==> config.mk <==
export PLATFORM = sky130hd
export DESIGN_NAME = serial_adder_ctrl
export DESIGN_NICKNAME = d
export VERILOG_FILES = /design/src/rtl/serial_adder_ctrl.sv
export SDC_FILE = /design/constraint.sdc
export NUM_CORES = 1
export LEC_CHECK = 0
export BUFFER_PORTS_ARGS = -buffer_cell sky130_fd_sc_hd__buf_2
export CORE_UTILIZATION = 45
export CTS_CLUSTER_DIAMETER = 50
export DETAILED_ROUTE_END_ITERATION = 7
export GPL_TIMING_DRIVEN = 0
export PLACE_DENSITY = 0.69
export SLEW_MARGIN = 20
export SYNTH_ARGS = -nofsm -noshare
export SYNTH_HDL_FRONTEND = slang
export SYNTH_SLANG_ARGS = --single-unit
==> constraint.sdc <==
create_clock -name clk -period 1.84 [get_ports clk]
set_input_delay 0.276 -clock clk [delete_from_list [all_inputs] [get_ports clk]]
set_output_delay 0.276 -clock clk [all_outputs]
set_load 0.01 [all_outputs]
==> src/rtl/serial_adder_ctrl.sv <==
`default_nettype none
// ============================================================================
// Module   : serial_adder_ctrl (with its shared full_adder)
// Brief    : Bit-serial adder, one full adder reused LSB-first, one bit/clock.
// Revision : 1.0 - initial release
// ============================================================================

module full_adder (
   input  logic in1,
   input  logic in2,
   input  logic cin,
   output logic sum,
   output logic cout
);
   assign sum  = in1 ^ in2 ^ cin;
   assign cout = (in1 & in2) | (cin & (in1 ^ in2));
endmodule

module serial_adder_ctrl #(
   parameter int WIDTH = 8
) (
   input  logic             clk,
   input  logic             rst,
   input  logic             start,
   input  logic [WIDTH-1:0] op_a,
   input  logic [WIDTH-1:0] op_b,
   input  logic             cin,
   output logic             busy,
   output logic             done,
   output logic [WIDTH-1:0] sum,
   output logic             cout,
   output logic             ovf
);
   localparam int CNT_W = (WIDTH > 1) ? $clog2(WIDTH) : 1;
   localparam logic [CNT_W-1:0] CNT_LAST   = CNT_W'(WIDTH - 1);
   localparam logic [CNT_W-1:0] CNT_PENULT = CNT_W'(WIDTH - 2);

   typedef enum logic [1:0] {
      ST_IDLE = 2'd0,
      ST_RUN  = 2'd1,
      ST_DONE = 2'd2
   } state_t;

   state_t           state_q, state_d;
   logic [WIDTH-1:0] a_sh_q, a_sh_d;
   logic [WIDTH-1:0] b_sh_q, b_sh_d;
   logic [WIDTH-2:0] s_sh_q, s_sh_d;
   logic [CNT_W-1:0] cnt_q, cnt_d;
   logic             c_ff_q, c_ff_d;
   logic             c_msb_q, c_msb_d;
   logic [WIDTH-1:0] sum_q, sum_d;
   logic             cout_q, cout_d;
   logic             ovf_q, ovf_d;

   logic             fa_sum;
   logic             fa_cout;
   logic [WIDTH-1:0] s_next;

   full_adder u_fa (
      .in1  (a_sh_q[0]),
      .in2  (b_sh_q[0]),
      .cin  (c_ff_q),
      .sum  (fa_sum),
      .cout (fa_cout)
   );

   // Partial sum only needs WIDTH-1 stored bits; the new bit completes the word.
   assign s_next = {fa_sum, s_sh_q};

   always_comb begin
      state_d = state_q;
      a_sh_d  = a_sh_q;
      b_sh_d  = b_sh_q;
      s_sh_d  = s_sh_q;
      cnt_d   = cnt_q;
      c_ff_d  = c_ff_q;
      c_msb_d = c_msb_q;
      sum_d   = sum_q;
      cout_d  = cout_q;
      ovf_d   = ovf_q;
      case (state_q)
         ST_IDLE: begin
            if (start) begin
               a_sh_d  = op_a;
               b_sh_d  = op_b;
               c_ff_d  = cin;
               c_msb_d = 1'b0;
               cnt_d   = '0;
               state_d = ST_RUN;
            end
         end
         ST_RUN: begin
            a_sh_d = {1'b0, a_sh_q[WIDTH-1:1]};
            b_sh_d = {1'b0, b_sh_q[WIDTH-1:1]};
            s_sh_d = s_next[WIDTH-1:1];
            c_ff_d = fa_cout;
            // Carry out of bit WIDTH-2 is the carry into the MSB.
            if (cnt_q == CNT_PENULT) begin
               c_msb_d = fa_cout;
            end
            if (cnt_q == CNT_LAST) begin
               sum_d   = s_next;
               cout_d  = fa_cout;
               ovf_d   = c_msb_q ^ fa_cout;
               state_d = ST_DONE;
            end else begin
               cnt_d = cnt_q + CNT_W'(1);
            end
         end
         ST_DONE: begin
            state_d = ST_IDLE;
         end
         default: begin
            state_d = ST_IDLE;
         end
      endcase
   end

   always_ff @(posedge clk) begin
      if (rst) begin
         state_q <= ST_IDLE;
         a_sh_q  <= '0;
         b_sh_q  <= '0;
         s_sh_q  <= '0;
         cnt_q   <= '0;
         c_ff_q  <= 1'b0;
         c_msb_q <= 1'b0;
         sum_q   <= '0;
         cout_q  <= 1'b0;
         ovf_q   <= 1'b0;
      end else begin
         state_q <= state_d;
         a_sh_q  <= a_sh_d;
         b_sh_q  <= b_sh_d;
         s_sh_q  <= s_sh_d;
         cnt_q   <= cnt_d;
         c_ff_q  <= c_ff_d;
         c_msb_q <= c_msb_d;
         sum_q   <= sum_d;
         cout_q  <= cout_d;
         ovf_q   <= ovf_d;
      end
   end

   assign busy = (state_q == ST_RUN);
   assign done = (state_q == ST_DONE);
   assign sum  = sum_q;
   assign cout = cout_q;
   assign ovf  = ovf_q;

endmodule
`default_nettype wire

==> results.tsv <==
stage	metric	value	unit
clock_network	htreeDepth	2	
layout	finalNonFillerCells	292	
sta	setup_slack	261.6	ps
logic_synthesis	synth.area.top_cells	dfxtp_1 45%, nand2_1 13%, a21oi_1 6.0%	
setup_path	end_kind	output pin	
setup_path	ff2ff_path_depth	5	
setup_path	crit_family	buffers and inverters	
logic_synthesis	synth_top_area_share	45.42	%
clock_network	postCtsSetupBuffers	0	
detailed_routing	vias	1487	
sta	hold_violations	0	
setup_path	required	1560	ps
logic_synthesis	netlist_instances	206	
global_routing	grt_pass1_wl	5754	um
die	coreArea	3716	um^2
job	drv_cap	0	
placement	dpl_worst_slack	402.5	ps
setup_path	cp_cell_sequence	buf_6 -> nand2b_4 -> inv_2 -> buf_2 -> buf_2	
setup_path	max_stage_delay	330	ps
die	die_area	4172	um^2
clock_network	numCtsBuffers	5	
setup_path	cpMostUsedCell	buf_2	
setup_path	endpoint	busy	
sta	final-setup-viol-count	0	
logic_synthesis	synth_cell_types	32	
global_routing	grt.total_usage	18.39	%
layout	fin_nets	268	
global_routing	grt_max_degree	13	
sta	rsz0062_at_grt	false	
clock_network	hold_buffers	0	
sta	fin_setup_tns	0	ps
setup_path	critical_path_arrival	1300	ps
die	std_cell_rows	22	
clock_network	cts_resized	0	
placement	placed_cells_incl_taps	285	
sta	min_period_over_period	85.78	%
setup_path	crit_path_max_fanout	10	
placement	dp_hpwl	2436	um
global_routing	grt-ovfl-total	0	
setup_path	crit_type	flop to output pin	
sta	skew	3.589	ps
pwr	p_leak	0.8302	nW
clock_network	path_clk_slew	70	ps
setup_path	r2r_slack	420	ps
logic_synthesis	yosys_most_used_dff	dfxtp_1	
detailed_routing	routed_wl	3495	um
run_status	status	finished clean	
logic_synthesis	synth_edf_count	0	
placement	port_buffers	31	
die	fp.dieW	64.59	um
setup_path	crit_buf_inv	4	
min_path	min_path_type	input port to flop	
die	initial_utilization	47.44	%
clock_network	clock_latency	300	ps
die	fp.dieH	64.59	um
setup_path	reg2reg_to	cnt_q[0]	
logic_synthesis	syn_nets	230	
placement	place_congestion	0.7165	
logic_synthesis	post-synth-top-count-cell	nand2_1	
clock_network	clk_path_buf_depth	2	
logic_synthesis	synth_area	1763	um^2
detailed_routing	drt_pass1_iterations	4	
sta	fmax	0.6335	GHz
logic_synthesis	synth-warning-count	0	
global_routing	grt_pass1_vias	1299	
global_routing	antenna_found_initial	0	
sta	drv_slew	0	
clock_network	root_buffer	clkbuf_8	
pwr	irDropWorstVdd	465.2	uV
setup_path	path_depth	5	
die	ios	32	
logic_synthesis	yosysSeqAreaShare	45.42	%
logic_synthesis	async_flop_share	0	%
sta	relSlewSlack	58.75	%
detailed_routing	wl_per_cell	11.97	um
layout	area_delta_synth_final	16.82	%
layout	stdcell_area	2059	um^2
logic_synthesis	yosys.area.top_type	dfxtp_1	
sta	period_needed	1578	ps
layout	drive_above_1_share	27.05	%
logic_synthesis	netlist_top_cells_count	63 x nand2_1, 40 x dfxtp_1, 21 x a21oi_1	
logic_synthesis	syn_avg_cell_area	8.558	um^2
detailed_routing	drc	0	
layout	utilization	55.42	%
clock_network	cts.sinks	40	
sta	worst_slew_pin_slew	618.7	ps
detailed_routing	vias_per_cell	5.092	
setup_path	r2r-start	cnt_q[0]	
detailed_routing	first_iter_violations	92	
detailed_routing	drtAntennaViolNets	0	
logic_synthesis	ys_seq_elements	40	
setup_path	slowest_stage	dfxtp_1	
layout	diodes	0	
setup_path	setup.worst_path.start	state_q[0]	
setup_path	start_kind	flop	
clock_network	cts_tree	done	
pwr	power.density	837.8	nW/um^2
placement	placement.cell_area	1978	um^2
-- worst reg2reg max path: stages (launching register included) --
cell and delay (ps):
dfxtp_1 340, ha_1 200, ha_1 210, nand2b_1 150, a21oi_1 270, o22ai_1 130
-- cells in the final DEF, fill, tap and decap left out, types with 2 or more instances in the layout --
| master | instances |
|---|---|
| a21oi_1 | 21 |
| a311oi_1 | 7 |
| a311oi_2 | 7 |
| buf_1 | 2 |
| buf_2 | 38 |
| buf_6 | 3 |
| clkbuf_8 | 5 |
| dfxtp_1 | 40 |
| ha_1 | 3 |
| inv_1 | 6 |
| nand2_1 | 63 |
| nand2b_1 | 3 |
| nand3_1 | 2 |
| nor2_1 | 11 |
| nor2_2 | 6 |
| nor2b_1 | 5 |
| o22ai_1 | 3 |
| o32ai_1 | 2 |
-- logic make-up (layout without fill, tap and decap cells) --
kind of cell               count (synthesis)  after routing  synth area share [%]
AOI/OAI and AO/OA                         44             44                 19.45
and+or+nand+nor                           96             96                 24.20
adders and majority gates                  4              4                 3.265
xor gates and xnor gates                   1              1                0.4969
buffers and inverters                     21             59                 7.168
DFF                                       40             40                 45.42
-- stage by stage --
stage	power, W	hold slack, ps
after floorplan	0.001117	432.1
after detailed placement	0.001181	443.7
after global placement	0.001177	439.6
after global routing	0.001808	247.9
after CTS	0.001748	229.2
final	0.001725	231.3
-- routing by layer --
metal | vias up | track usage, % | wire length (um)
met5 | - | 0 | 0
met4 | 0 | 10.83 | 82
met3 | 8 | 4.225 | 169
met2 | 41 | 27.76 | 1542
met1 | 671 | 23.80 | 1700
li1 | 767 | - | -
-- flip-flops by register name, summed over array words and instances (netlist names) --
signal / flops
a_sh_q: 8
b_sh_q: 8
c_ff_q: 1
c_msb_q: 1
cnt_q: 3
cout: 1
ovf: 1
s_sh_q: 7
state_q: 2
sum: 8
-- final cells by class --
type,instances,area [um^2]
plain buffers,14,100.1
clock buffers,5,68.82
clock inverters,2,12.51
fillers,362,1657
inverters,7,26.28
multi-input cells,145,835.8
flip-flops and latches,40,800.8
well taps,48,60.06
repair buffers,31,155.1
-- worst min path at each step --
stage | start | to | slack [ps] | cells past startpoint
2_1_floorplan | s_sh_q[0] | sum[0] | 430 | 2
3_3_place_gp | sum[2] | sum[2] | 440 | 2
3_5_place_dp | sum[1] | sum[1] | 440 | 2
4_1_cts | op_a[3] | a_sh_q[3] | 230 | 3
5_1_grt | op_a[2] | a_sh_q[2] | 250 | 3
6_report | op_a[3] | a_sh_q[3] | 230 | 3
-- where the power goes --
group	switching (W)	total, W	internal (W)
clock	0.000309	0.000565	0.000257
combinational	0.000127	0.000227	0.000100
sequential	0.0000265	0.000933	0.000906
No activity file was read; power rests on OpenSTA's default activity.
